`config.mk`:
```
export PLATFORM = sky130hd
export DESIGN_NAME = id_ex_stage
export DESIGN_NICKNAME = d
export VERILOG_FILES = /design/src/rtl/cpu_defs_pkg.sv /design/src/rtl/ex_forward_unit.sv /design/src/rtl/id_ex_stage.sv
export SDC_FILE = /design/constraint.sdc
export NUM_CORES = 1
export LEC_CHECK = 0
export CORE_UTILIZATION = 34
export CTS_CLUSTER_DIAMETER = 30
export CTS_CLUSTER_SIZE = 24
export DETAILED_ROUTE_END_ITERATION = 10
export GPL_TIMING_DRIVEN = 1
export PLACE_DENSITY = 0.74
export SYNTH_ARGS = -nofsm -noshare
export SYNTH_HDL_FRONTEND = slang
export SYNTH_SLANG_ARGS = --single-unit
```
`constraint.sdc`:
```
create_clock -name clk -period 4.9 [get_ports clk]
set_input_delay 1.225 -clock clk [delete_from_list [all_inputs] [get_ports clk]]
set_output_delay 1.225 -clock clk [all_outputs]
set_load 0.1 [all_outputs]
```
`src/rtl/cpu_defs_pkg.sv`:
```
// Shared CPU definitions: datapath widths, ALU operation codes and the EX-stage
// register bundle, including the bubble (NOP) value loaded on flush or stall.
package cpu_defs_pkg;

  localparam int DW  = 32;
  localparam int RW  = 5;
  localparam int CW  = 5;
  localparam int SHW = 5;

  localparam logic [CW-1:0] alu_add = 5'd0;
  localparam logic [CW-1:0] alu_sub = 5'd1;
  localparam logic [CW-1:0] alu_and = 5'd2;
  localparam logic [CW-1:0] alu_or  = 5'd3;
  localparam logic [CW-1:0] alu_xor = 5'd4;
  localparam logic [CW-1:0] alu_nor = 5'd5;
  localparam logic [CW-1:0] alu_slt = 5'd6;
  localparam logic [CW-1:0] alu_sll = 5'd7;
  localparam logic [CW-1:0] alu_srl = 5'd8;
  localparam logic [CW-1:0] alu_sra = 5'd9;
  localparam logic [CW-1:0] alu_mul = 5'd10;

  typedef struct packed {
    logic            valid;
    logic [CW-1:0]   alu_code;
    logic [RW-1:0]   rs;
    logic [RW-1:0]   rt;
    logic [RW-1:0]   rd;
    logic [DW-1:0]   rs_data;
    logic [DW-1:0]   rt_data;
    logic [DW-1:0]   imm;
    logic [SHW-1:0]  shamt;
    logic            alu_src_a;
    logic            alu_src_b;
    logic            reg_write;
    logic            mem_read;
  } ex_regs_t;

  // A bubble carries nothing that could write state or be forwarded.
  function automatic ex_regs_t ex_bubble();
    ex_regs_t b;
    b = '0;
    b.alu_code = alu_add;
    return b;
  endfunction

endpackage

```
`src/rtl/ex_forward_unit.sv`:
```
// Operand select for one EX source register: EX/MEM result, else MEM/WB data,
// else the value read from the register file in ID. Register $0 is never forwarded.
module ex_forward_unit
  import cpu_defs_pkg::*;
(
  input  logic [RW-1:0] src,
  input  logic [DW-1:0] reg_data,
  input  logic          mem_RegWrite,
  input  logic [RW-1:0] mem_rd,
  input  logic [DW-1:0] mem_result,
  input  logic          wb_RegWrite,
  input  logic [RW-1:0] wb_rd,
  input  logic [DW-1:0] wb_data,
  output logic [DW-1:0] data
);

  always_comb begin
    data = reg_data;
    if (mem_RegWrite && (mem_rd != '0) && (mem_rd == src))
      data = mem_result;
    else if (wb_RegWrite && (wb_rd != '0) && (wb_rd == src))
      data = wb_data;
  end

endmodule

```
`src/rtl/id_ex_stage.sv`:
```
// ID/EX pipeline register with ALU operand selection, load-use bubble insertion and flush.
// EX_FWD_EN defined: EX/MEM and MEM/WB forwarding; undefined: stall until RAW producers retire.
module id_ex_stage
  import cpu_defs_pkg::*;
(
  input  logic            clk,
  input  logic            reset,
  input  logic            id_valid,
  input  logic [CW-1:0]   id_ALUCode,
  input  logic [RW-1:0]   id_rs,
  input  logic [RW-1:0]   id_rt,
  input  logic [RW-1:0]   id_rd,
  input  logic [DW-1:0]   id_rs_data,
  input  logic [DW-1:0]   id_rt_data,
  input  logic [DW-1:0]   id_imm,
  input  logic [SHW-1:0]  id_shamt,
  input  logic            id_ALUSrcA,
  input  logic            id_ALUSrcB,
  input  logic            id_RegWrite,
  input  logic            id_MemRead,
  input  logic            flush,
  input  logic            mem_RegWrite,
  input  logic [RW-1:0]   mem_rd,
  input  logic [DW-1:0]   mem_result,
  input  logic            wb_RegWrite,
  input  logic [RW-1:0]   wb_rd,
  input  logic [DW-1:0]   wb_data,
  output logic            stall_id,
  output logic            ex_valid,
  output logic [CW-1:0]   ALUCode,
  output logic [DW-1:0]   A,
  output logic [DW-1:0]   B,
  output logic [DW-1:0]   ex_rt_fwd,
  output logic [RW-1:0]   ex_rd,
  output logic            ex_RegWrite,
  output logic            ex_MemRead
);

  ex_regs_t      ex_q;
  ex_regs_t      ex_d;
  logic          load_use;
  logic [DW-1:0] fwd_rs;
  logic [DW-1:0] fwd_rt;

  always_comb begin
    load_use = id_valid && ex_q.valid && ex_q.mem_read && (ex_q.rd != '0) &&
               ((ex_q.rd == id_rs) || ((ex_q.rd == id_rt) && !id_ALUSrcB));
  end

`ifdef EX_FWD_EN
  assign stall_id = load_use;

  ex_forward_unit u_fwd_rs (
    .src(ex_q.rs), .reg_data(ex_q.rs_data),
    .mem_RegWrite(mem_RegWrite), .mem_rd(mem_rd), .mem_result(mem_result),
    .wb_RegWrite(wb_RegWrite), .wb_rd(wb_rd), .wb_data(wb_data),
    .data(fwd_rs)
  );

  ex_forward_unit u_fwd_rt (
    .src(ex_q.rt), .reg_data(ex_q.rt_data),
    .mem_RegWrite(mem_RegWrite), .mem_rd(mem_rd), .mem_result(mem_result),
    .wb_RegWrite(wb_RegWrite), .wb_rd(wb_rd), .wb_data(wb_data),
    .data(fwd_rt)
  );
`else
  logic rs_used;
  logic rt_used;
  logic raw_ex;
  logic raw_mem;
  logic unused_nofwd;

  // Without bypass paths, wait until the producer reaches WB; the regfile covers WB itself.
  always_comb begin
    rs_used  = !id_ALUSrcA;
    rt_used  = !id_ALUSrcB;
    raw_ex   = ex_q.reg_write && (ex_q.rd != '0) &&
               ((rs_used && (ex_q.rd == id_rs)) || (rt_used && (ex_q.rd == id_rt)));
    raw_mem  = mem_RegWrite && (mem_rd != '0) &&
               ((rs_used && (mem_rd == id_rs)) || (rt_used && (mem_rd == id_rt)));
    stall_id = load_use || (id_valid && (raw_ex || raw_mem));
  end

  assign fwd_rs       = ex_q.rs_data;
  assign fwd_rt       = ex_q.rt_data;
  assign unused_nofwd = ^{mem_result, wb_RegWrite, wb_rd, wb_data, ex_q.rs, ex_q.rt};
`endif

  always_comb begin
    ex_d = ex_bubble();
    if (!(flush || stall_id)) begin
      ex_d.valid     = id_valid;
      ex_d.alu_code  = id_ALUCode;
      ex_d.rs        = id_rs;
      ex_d.rt        = id_rt;
      ex_d.rd        = id_rd;
      ex_d.rs_data   = id_rs_data;
      ex_d.rt_data   = id_rt_data;
      ex_d.imm       = id_imm;
      ex_d.shamt     = id_shamt;
      ex_d.alu_src_a = id_ALUSrcA;
      ex_d.alu_src_b = id_ALUSrcB;
      ex_d.reg_write = id_RegWrite && id_valid;
      ex_d.mem_read  = id_MemRead && id_valid;
    end
  end

  always_ff @(posedge clk or posedge reset) begin
    if (reset)
      ex_q <= '0;
    else
      ex_q <= ex_d;
  end

  assign A           = ex_q.alu_src_a ? {{(DW-SHW){1'b0}}, ex_q.shamt} : fwd_rs;
  assign B           = ex_q.alu_src_b ? ex_q.imm : fwd_rt;
  assign ex_rt_fwd   = fwd_rt;
  assign ex_valid    = ex_q.valid;
  assign ALUCode     = ex_q.alu_code;
  assign ex_rd       = ex_q.rd;
  assign ex_RegWrite = ex_q.reg_write;
  assign ex_MemRead  = ex_q.mem_read;

endmodule

```
# Yosys cells after proc, flatten, opt, wreduce, memory -nomap -nowiden
# Index checks and enable logic that the tools add are counted.
# classes
n_eq_ne	4
muxes	3
n_reduce_logical	25
# ops
cell	count
$mux 126	1
$mux 32	2
$eq 5x5->1	4
$logic_and 1x1->1	15
$reduce_bool 5->1	2
$logic_or 1x1->1	6
$logic_not 1->1	2
# totals
regBits	116
inputBits	205
output_inout_bits	110
word_cells	43

# Depth between registers and ports, before layout
# logic_depth
ltp_word	9
mapped_depth	7
depth_no_buf	4

# Least setup slack after synthesis
# No wires, ideal clock.
# synth_timing
path_type	input-to-output
start	input port id_rt[0]
end	output port stall_id
arrival_ns	3.194
required_time_ns	3.675
slack_ns	0.481
stages	6
n_path_buf	2
cell_sequence	xnor2_1 nand4_1 o32ai_2 clkbuf_1 buf_2 a22o_1
# synth_via
elab_chain_len	7
elab_cells_between_ends	13
cone_classes	eq/ne: 2; reduce/logical: 11
# synth_rtl
element	line	text
start: declaration	id_ex_stage.sv:11	input logic [RW-1:0] id_rt,
$eq 5x5->1, on equally long branches	id_ex_stage.sv:47, id_ex_stage.sv:78, id_ex_stage.sv:80	
$logic_and 1x1->1, on equally long branches	id_ex_stage.sv:47, id_ex_stage.sv:78, id_ex_stage.sv:80	
$logic_or 1x1->1, on equally long branches	id_ex_stage.sv:78, id_ex_stage.sv:80	
$logic_and 1x1->1, on equally long branches	id_ex_stage.sv:77, id_ex_stage.sv:79	
$logic_or 1x1->1	id_ex_stage.sv:81	stall_id = load_use || (id_valid && (raw_ex || raw_mem));
$logic_and 1x1->1	id_ex_stage.sv:81	
$logic_or 1x1->1 *	id_ex_stage.sv:81	
end: declaration	id_ex_stage.sv:28	output logic stall_id,
# Mark *: on every way between the ends. The rest lies on a longest branch, timed or not.

# Worst setup path in the final report
# layout_timing
start	input port mem_rd[1]
end	output port stall_id
# layout_via
elab_chain_len	7
elab_cells_between_ends	11
cone_classes	eq/ne: 2; reduce/logical: 9
# layout_rtl
element	line	text
start: declaration	id_ex_stage.sv:23	input logic [RW-1:0] mem_rd,
$eq 5x5->1	id_ex_stage.sv:80	((rs_used && (mem_rd == id_rs)) || (rt_used && (mem_rd == id_rt)));
$logic_and 1x1->1	id_ex_stage.sv:80	
$logic_or 1x1->1	id_ex_stage.sv:80	
$logic_and 1x1->1 *	id_ex_stage.sv:79	raw_mem = mem_RegWrite && (mem_rd != '0) &&
$logic_or 1x1->1 *	id_ex_stage.sv:81	
$logic_and 1x1->1 *	id_ex_stage.sv:81	
$logic_or 1x1->1 *	id_ex_stage.sv:81	
# Marked as above.

==> reports/results.tsv <==
metric	value	unit
status	finished clean	
most-common-layout-cells	205 x clkdlybuf4s50_1, 116 x dfrtp_1, 115 x nand2b_1	
period_share	0.8856	
rows	50	
wl_per_cell	18.07	um
synthCells	563	
cts-root-buf	clkbuf_16	
layout_commonest_cell	clkdlybuf4s50_1	
antenna_found_initial	1	
synth_fp_nets	768	
syn_avg_cell_area	11.66	um^2
whs	0.8195	ns
leakage	3.930	nW
grt.total_usage	0.1864	
min_to	ex_valid	
hold_depth	3	
drt_iter0_drc	195	
ios	315	
tns	0	ns
reg2reg_setup_slack	2.45	ns
wl	18090	um
nets	932	
vias_per_cell	5.044	
cts_made_buffers	17	
cp-startpoint	mem_rd[1]	
ff2ff_path_depth	5	
setup_viol_count_final	0	
io_buffers	244	
drive_gt1_frac	0.2473	
yosysSeqAreaShare	0.4422	
nFillCells	1724	
worst_pin_slew	1.015	ns
dieArea	0.01987	mm^2
fin_crit	4.340	ns
crit_arrival	3.11	ns
fin_util	0.4938	
hold_viol	0	
hold_class	register to register	
core-area	0.01883	mm^2
placed_cell_area	0.008728	mm^2
route.detailed.drc	0	
htree_levels	4	
ir_worst_vdd	0.0002248	V
stdcell_area	0.009299	mm^2
required	3.67	ns
drv_cap	0	
ys.warnings.count	0	
drv_slew	0	
die_w	141.0	um
die_y	141.0	um
critical_path.max_fanout	4	
vias	5049	
place.gp.congestion	0.7725	
cts_tree	yes	
dp_hpwl	11500	um
grt_pass1_vias	5137	
syn-cell-area	0.006565	mm^2
rsz0062_at_grt	no	
clk_latency	0.41	ns
hp-start	ex_RegWrite	
firstDrtPassIters	4	
cp-end-kind	output pin	
crit_path_start_kind	primary input	
r2r_start	ex_rd[2]	
cts_sinks	116	
clock_skew	0.007296	ns
relSlewSlack	0.3213	
area_delta_synth_final	41.64	%
cts.reportedPaths.clkPinSlew	0.06	ns
cts_hold_buf	0	
clockBufferDepth	2	
r2r_end	ex_q[33]	
grt_pass1_wl	28650	um
cts_setup_buffers	0	
cts_resized	0	
powerDensity	335.6	mW/mm^2
antenna_left	0	
grt_max_degree	74	
initial_core_util	0.3486	
synth_cell_types	25	
ys_ff_latch	116	
power	3.121	mW
path_class	primary input to output pin	
overflow	0	
fmax	230.4	MHz
-- worst max-delay path by stage --
stage | to | slack [ns] | depth (start not counted)
2_1_floorplan | stall_id | 0.48 | 6
3_3_place_gp | stall_id | 0.56 | 6
3_5_place_dp | ex_rd[1] | 0.54 | 7
4_1_cts | stall_id | 0.55 | 6
5_1_grt | stall_id | 0.47 | 6
6_report | stall_id | 0.56 | 6
-- final cells by class --
class                           instances  area [um^2]  share of cell area
Inverter                                1        6.256           0.0006728
Multi-Input combinational cell        335         3037              0.3266
Tap cell                              260        325.3             0.03498
Clock buffer                           19        432.9             0.04656
Timing Repair Buffer                  256         2457              0.2643
Clock inverter                         13        135.1             0.01453
Antenna cell                            1        2.502           0.0002691
Sequential cell                       116         2903              0.3122
-- sequential cells by signal, summed over array words and instances (netlist names) --
signal	cells
ex_q	39
ex_rt_fwd	32
fwd_rs	32
ALUCode	5
ex_rd	5
ex_MemRead	1
ex_RegWrite	1
ex_valid	1
-- cells by family (layout without fill, tap and decap cells) --
kind of cell    after synthesis  after routing  synth area share
compound gates              123            123            0.2220
other cells                   0              1                 0
mux                          37             37           0.06346
buf+inv                     112            289           0.09949
xor+xnor                     20             20           0.02668
flops                       116            116            0.4422
simple gates                155            155            0.1462
-- synthesized netlist by cell type, drive strengths merged --
library cell	instances	area share
nand4	4	0.0038
xor2	3	0.0040
and2	2	0.0019
nor3	1	0.00076
clkbuf	46	0.026
nand2	3	0.0017
dfrtp	116	0.44
xnor2	17	0.023
nor2	1	0.00057
or4	1	0.0011
nand2b	115	0.11
inv	1	0.00057
a221oi	116	0.21
o21a	1	0.0011
o32ai	2	0.0050
a21oi	2	0.0015
a21o	1	0.0011
mux2	37	0.063
a22o	1	0.0013
buf	65	0.073
nor2b	28	0.027
-- report_power, final --
group | total [mW] | internal [mW] | switching (mW)
registers | 1.03 | 1.01 | 0.0215
clock network | 1.20 | 0.745 | 0.458
logic | 0.887 | 0.276 | 0.611
total | 3.12 | 2.03 | 1.09
-- worst max-delay path: stages --
cell	delay [ns]
clkdlybuf4s50_1	0.48
or4_1	0.57
o21a_1	0.24
and2_4	0.17
a22o_1	0.26
buf_12	0.17
-- routing by layer --
layer  global-route usage  share of wire
met5                    0              0
met1               0.2372           0.44
met4              0.05950         0.0086
met3              0.06827          0.080
met2               0.2933           0.47
-- stage by stage --
stage | setup WS (ns) | std cells
after floorplan | 0.4806 | 563
after global placement | 0.5648 | 968
after detailed placement | 0.5424 | 968
after CTS | 0.5460 | 1000
after global routing | 0.4686 | 1001
final | 0.5604 | 1001
(Power assumes the default switching activity.)
